### config.mk
export PLATFORM = sky130hd
export DESIGN_NAME = regfile_wb_arbiter
export DESIGN_NICKNAME = d
export VERILOG_FILES = /design/src/rtl/regfile_wb_arbiter.sv
export SDC_FILE = /design/constraint.sdc
export NUM_CORES = 1
export LEC_CHECK = 0
export ABC_AREA = 1
export CAP_MARGIN = 0
export CORE_MARGIN = 3
export CORE_UTILIZATION = 44
export CTS_CLUSTER_SIZE = 10
export DETAILED_ROUTE_END_ITERATION = 16
export MAX_ROUTING_LAYER = met4
export PLACE_DENSITY = 0.87
export SETUP_SLACK_MARGIN = 0.3
export SKIP_CTS_REPAIR_TIMING = 1
export SLEW_MARGIN = 20
export SYNTH_ARGS = -nofsm -noshare
export SYNTH_HDL_FRONTEND = slang
export SYNTH_SLANG_ARGS = --single-unit
### constraint.sdc
create_clock -name clk -period 3.14 [get_ports clk]
set_input_delay 0.628 -clock clk [delete_from_list [all_inputs] [get_ports clk]]
set_output_delay 0.628 -clock clk [all_outputs]
set_load 0.02 [all_outputs]
### src/rtl/regfile_wb_arbiter.sv
// Arbitrates the single regfile write port between the pipeline writeback (P)
// and the multicycle unit (M); P has priority, M is promoted after MAX_WAIT refusals.
module regfile_wb_arbiter #(
  parameter int RW       = 5,
  parameter int W        = 32,
  parameter int MAX_WAIT = 4
) (
  input  logic          clk,
  input  logic          rst,
  input  logic          p_valid,
  input  logic [RW-1:0] p_addr,
  input  logic [W-1:0]  p_data,
  output logic          p_ready,
  input  logic          m_valid,
  input  logic [RW-1:0] m_addr,
  input  logic [W-1:0]  m_data,
  output logic          m_ready,
  output logic          rf_write_en,
  output logic [RW-1:0] rf_rd_addr,
  output logic [W-1:0]  rf_rd_data,
  output logic          stall_req,
  input  logic [RW-1:0] q_addr,
  output logic          q_hit
);
  localparam int CW = (MAX_WAIT < 2) ? 1 : $clog2(MAX_WAIT);

  typedef enum logic {P_PRI = 1'b0, M_PRI = 1'b1} state_t;

  state_t        state;
  logic [CW-1:0] wait_cnt;
  logic          p_nz, m_nz, collide, p_win, m_win, m_refused;

  always_comb begin
    p_nz    = p_valid && (p_addr != '0);
    m_nz    = m_valid && (m_addr != '0);
    collide = p_nz && m_nz && (p_addr == m_addr);
    // On a same-register collision the younger pipeline write wins and M is dropped.
    p_win   = p_nz && (!m_nz || collide || state == P_PRI);
    m_win   = m_nz && !collide && (!p_nz || state == M_PRI);
    // r0 writes are acknowledged immediately and never touch the port.
    p_ready   = rst && p_valid && ((p_addr == '0) || p_win);
    m_ready   = rst && m_valid && ((m_addr == '0) || m_win || collide);
    stall_req = rst && p_valid && !p_ready;
    m_refused = rst && m_valid && !m_ready;
    q_hit = rst && (q_addr != '0) &&
            ((rf_write_en && rf_rd_addr == q_addr) ||
             (p_valid && p_addr == q_addr) ||
             (m_valid && m_addr == q_addr));
  end

  always_ff @(posedge clk) begin
    if (!rst) begin
      state       <= P_PRI;
      wait_cnt    <= '0;
      rf_write_en <= 1'b0;
      rf_rd_addr  <= '0;
      rf_rd_data  <= '0;
    end else begin
      if (p_win) begin
        rf_write_en <= 1'b1;
        rf_rd_addr  <= p_addr;
        rf_rd_data  <= p_data;
      end else if (m_win) begin
        rf_write_en <= 1'b1;
        rf_rd_addr  <= m_addr;
        rf_rd_data  <= m_data;
      end else begin
        rf_write_en <= 1'b0;
      end

      case (state)
        P_PRI: begin
          if (m_valid && m_ready) begin
            wait_cnt <= '0;
          end else if (m_refused) begin
            if (wait_cnt == CW'(MAX_WAIT - 1)) state <= M_PRI;
            else wait_cnt <= wait_cnt + 1'b1;
          end
        end
        M_PRI: begin
          // Leave once M has been served or has withdrawn its request.
          if (!m_valid || m_ready) begin
            state    <= P_PRI;
            wait_cnt <= '0;
          end
        end
        default: begin
          state    <= P_PRI;
          wait_cnt <= '0;
        end
      endcase
    end
  end
endmodule

==> report_table.html <==
<table>
<tr><th>Metric</th><th>Value</th></tr>
<tr><th colspan="2">Cells and area</th></tr>
<tr><td>Fraction of the core area covered by cells at the end of the flow</td><td>0.762</td></tr>
<tr><td>Area taken by flip-flops and latches</td><td>821 sq um</td></tr>
<tr><td>Most common library cell in the layout ignoring fill and taps</td><td>clkdlybuf4s50_1</td></tr>
<tr><td>Top library cells by usage in the layout, fill and taps aside</td><td>clkdlybuf4s50_1 (107), inv_1 (83), nand2_1 (59)</td></tr>
<tr><td>Number of nets in the finished design</td><td>around 600</td></tr>
<tr><td>Layout cells sized above 1</td><td>0.110</td></tr>
<tr><td>Area growth from synthesis to final layout</td><td>62.2%</td></tr>
<tr><td>Final standard cell area without fillers</td><td>0.00401 sq mm</td></tr>
<tr><td>Filler Cell Count</td><td>approximately 420</td></tr>
<tr><td>Count of non-filler cells in the finished layout</td><td>586</td></tr>
<tr><td>Area used by multi-input combinational logic</td><td>0.00119 sq mm</td></tr>
<tr><td>Diode count</td><td>0</td></tr>
<tr><th colspan="2">Clocking</th></tr>
<tr><td>Insertion delay to the later sink of the worst-skew pair</td><td>0.29 ns</td></tr>
<tr><td>Clk buf depth</td><td>2</td></tr>
<tr><td>Htree depth</td><td>2</td></tr>
<tr><td>CTS Root Cell</td><td>clkbuf_8</td></tr>
<tr><td>CTS Buf Count</td><td>5</td></tr>
<tr><td>CTS tree</td><td>built</td></tr>
<tr><td>Clock transition time at the flip-flop clock pins of the worst setup and hold paths</td><td>0.08 ns</td></tr>
<tr><td>Total clock sinks</td><td>41</td></tr>
<tr><th colspan="2">Detailed routing</th></tr>
<tr><td>Avg Vias per Cell</td><td>~5</td></tr>
<tr><td>Met2 routed wirelength</td><td>3.83 mm</td></tr>
<tr><td>Total via count after detailed routing</td><td>slightly below 3k</td></tr>
<tr><td>Wire length on met1</td><td>3.01 mm</td></tr>
<tr><td>Number of DRC markers after the initial detailed-route iteration</td><td>187</td></tr>
<tr><td>Count of antenna-violating nets left after detailed routing</td><td>0</td></tr>
<tr><td>Per-cell routed wire length</td><td>12.8 um</td></tr>
<tr><td>Count of unresolved DRC violations after routing</td><td>0</td></tr>
<tr><td>Uppermost signal routing layer after detailed routing</td><td>met4</td></tr>
<tr><td>Routed length on met3</td><td>551 um</td></tr>
<tr><td>Pre-Repair DR Iteration Count</td><td>4</td></tr>
<tr><td>Total routed wirelength</td><td>7.50 mm</td></tr>
<tr><th colspan="2">Power and ir drop</th></tr>
<tr><td>Leakage dissipation</td><td>1.92 nW</td></tr>
<tr><td>Total power per unit cell area</td><td>around 370 mW/mm^2</td></tr>
<tr><td>VDD IR max</td><td>0.323 mV</td></tr>
<tr><th colspan="2">Synthesis</th></tr>
<tr><td>Total standard cell area after synthesis</td><td>~0.0025 sq mm</td></tr>
<tr><td>Biggest area contributors in the synthesized netlist</td><td>dfxtp_1 (33%), inv_1 (13%), o21ai_1 (11%)</td></tr>
<tr><td>Post-synthesis area per instance</td><td>~6.5 sq um</td></tr>
<tr><td>Largest area contributor in the synthesized netlist</td><td>dfxtp_1</td></tr>
<tr><td>Net count after synthesis</td><td>463</td></tr>
<tr><td>Portion of the post-synthesis area used by sequential elements</td><td>0.332</td></tr>
<tr><td>Syn Inst Count</td><td>379</td></tr>
<tr><td>Share of the synthesized area in the top cell type</td><td>0.332</td></tr>
<tr><td>Yosys warnings</td><td>0</td></tr>
<tr><td>Distinct cell type count after synthesis</td><td>29</td></tr>
<tr><td>Number of synthesized register bits</td><td>41</td></tr>
<tr><th colspan="2">Critical path</th></tr>
<tr><td>Capture instance of the worst register-to-register path</td><td>rf_rd_data[15]$_SDFFE_PN0P_</td></tr>
<tr><td>Largest fanout of any net on the critical path</td><td>4</td></tr>
<tr><td>R2R Setup Slk</td><td>1.34 ns</td></tr>
<tr><td>Worst flop-to-flop path startpoint</td><td>state$_SDFF_PN0_</td></tr>
<tr><td>Worst setup startpoint</td><td>p_valid</td></tr>
<tr><td>Required @ worst endpoint</td><td>roughly 2.5 ns</td></tr>
<tr><td>Type of the worst setup path</td><td>primary input to output port</td></tr>
<tr><td>Worst setup EP type</td><td>output port</td></tr>
<tr><td>Critical path endpoint</td><td>p_ready</td></tr>
<tr><td>Critical Path Start Type</td><td>primary input</td></tr>
<tr><td>Number of cells on the worst reg-to-reg path</td><td>10</td></tr>
<tr><td>Data arrival time of the critical path</td><td>around 2 ns</td></tr>
<tr><th colspan="2">Floorplan</th></tr>
<tr><td>Die width</td><td>around 81 um</td></tr>
<tr><td>Die footprint</td><td>0.00656 sq mm</td></tr>
<tr><td>Initial core utilization</td><td>0.470</td></tr>
<tr><td>Number of rows created at floorplan</td><td>26</td></tr>
<tr><td>Number of top-level design ports</td><td>125</td></tr>
<tr><td>Core ar.</td><td>0.00527 sq mm</td></tr>
<tr><td>Die Y</td><td>81 um</td></tr>
<tr><th colspan="2">Timing</th></tr>
<tr><td>Final period utilization</td><td>0.854</td></tr>
<tr><td>Minimum period implied by the final worst setup slack</td><td>2.68 ns</td></tr>
<tr><td>Pin slew with the least headroom to its limit</td><td>0.713 ns</td></tr>
<tr><td>Slew margin rel.</td><td>0.525</td></tr>
<tr><td>Final hold slack</td><td>a little over 0.5 ns</td></tr>
<tr><td>Pins over their slew limit</td><td>0</td></tr>
<tr><td>Endpoints failing hold</td><td>0</td></tr>
<tr><td>Sum of negative setup slack</td><td>0 ns</td></tr>
<tr><td>Fin Clk Skew</td><td>0.00669 ns</td></tr>
<tr><td>Setup repair after global routing missed its margin</td><td>false</td></tr>
<tr><td>Number of setup violations in the final report</td><td>0</td></tr>
<tr><td>Peak clock frequency supported by timing</td><td>373 MHz</td></tr>
<tr><th colspan="2">Global route</th></tr>
<tr><td>Largest net degree at the start of global routing</td><td>76</td></tr>
<tr><td>Overflow after GRT</td><td>0</td></tr>
<tr><td>Via count of the first global-routing pass</td><td>about 2.8k</td></tr>
<tr><td>Initial antenna violation count</td><td>0</td></tr>
<tr><td>GRT Overall Usage</td><td>0.242</td></tr>
<tr><td>Wire length of the first global-routing pass</td><td>between 10 and 15 mm</td></tr>
<tr><th colspan="2">Placed design</th></tr>
<tr><td>Number of cells after detailed placement</td><td>578</td></tr>
<tr><td>Count of buffers inserted at the top-level ports</td><td>124</td></tr>
<tr><td>Placed wire-length estimate</td><td>5.83 mm</td></tr>
<tr><td>Placer congestion estimate</td><td>slightly below 0.9</td></tr>
<tr><td>Cell area after placement</td><td>0.00386 sq mm</td></tr>
<tr><th colspan="2">Run status</th></tr>
<tr><td>Result of the run</td><td>finished, final reports clean</td></tr>
<tr><th colspan="2">Run</th></tr>
<tr><td>Reported max-cap violation count</td><td>0</td></tr>
<tr><th colspan="2">Min path</th></tr>
<tr><td>Min-Delay Path Class</td><td>flip-flop to flip-flop</td></tr>
</table>
## registers in the layout, indices dropped and copies added, names as in the netlist
| signal | cells |
|---|---|
| rf_rd_addr | 5 |
| rf_rd_data | 32 |
| rf_write_en | 1 |
| state | 1 |
| wait_cnt | 2 |
## stage by stage
stage          total power, mW  setup WS (ns)
3_5_place_dp              1.06         -0.234
5_1_grt                   1.56          0.308
3_3_place_gp              1.04         -0.151
2_1_floorplan            0.820          0.625
6_report                  1.48          0.460
4_1_cts                   1.49         -0.250
## logic make-up (layout without fill, tap and decap cells)
logic type      count (synthesis)  after routing  share of synthesized area
xor+xnor                        5              5                     0.0177
fa+ha+maj                       1              1                    0.00505
flops                          41             41                      0.332
buf+inv                       110            247                      0.197
compound gates                129            129                      0.283
simple gates                   93             93                      0.166
## how the worst min path moves through the flow
stage | startpoint | to | cells past startpoint
CTS | wait_cnt[1]$_SDFFE_PN0P_ | wait_cnt[1]$_SDFFE_PN0P_ | 2
detailed placement | wait_cnt[1]$_SDFFE_PN0P_ | wait_cnt[1]$_SDFFE_PN0P_ | 2
finish | wait_cnt[1]$_SDFFE_PN0P_ | wait_cnt[1]$_SDFFE_PN0P_ | 2
global route | wait_cnt[0]$_SDFFE_PN0P_ | wait_cnt[0]$_SDFFE_PN0P_ | 2
floorplan | wait_cnt[1]$_SDFFE_PN0P_ | wait_cnt[1]$_SDFFE_PN0P_ | 2
global placement | wait_cnt[1]$_SDFFE_PN0P_ | wait_cnt[1]$_SDFFE_PN0P_ | 2
## routing by layer
metal  GRT usage  vias to the layer above
li1            -                     1472
met1       0.269                     1295
met2       0.424                      111
met3      0.0565                       12
met4      0.0828                        0
met5           -                        -
## power breakdown
part	total, mW	switching (mW)	internal, mW
sequential	0.583	0.0218	0.561
clock	0.432	0.193	0.239
combinational	0.465	0.225	0.240
## critical path: stages
cell and delay (ns):
clkdlybuf4s50_1 0.56, nand2_2 0.10, nor2_4 0.10, nand2_2 0.09
a31oi_4 0.14, inv_1 0.06, nand2_1 0.08, and3_1 0.15
buf_4 0.13
## area by class of cell
class	count	share of cell area
multi-input cells	228	0.297
well taps	70	0.0218
clock buffers	6	0.0181
repair buffers	149	0.365
inverters	90	0.0845
flip-flops and latches	41	0.204
clock inverters	2	0.00966
## cells in the mapped netlist (all sizes together)
cell type  number
a21oi          42
a221oi          4
a31oi           1
and3            1
buf            16
clkbuf          4
clkinv          1
dfxtp          41
ha              1
inv            89
nand2          63
nand3          10
nand4           4
nor2           13
nor3            1
nor4            1
o21ai          78
o22ai           4
xnor2           5
Power figures use the tool's default switching activity.
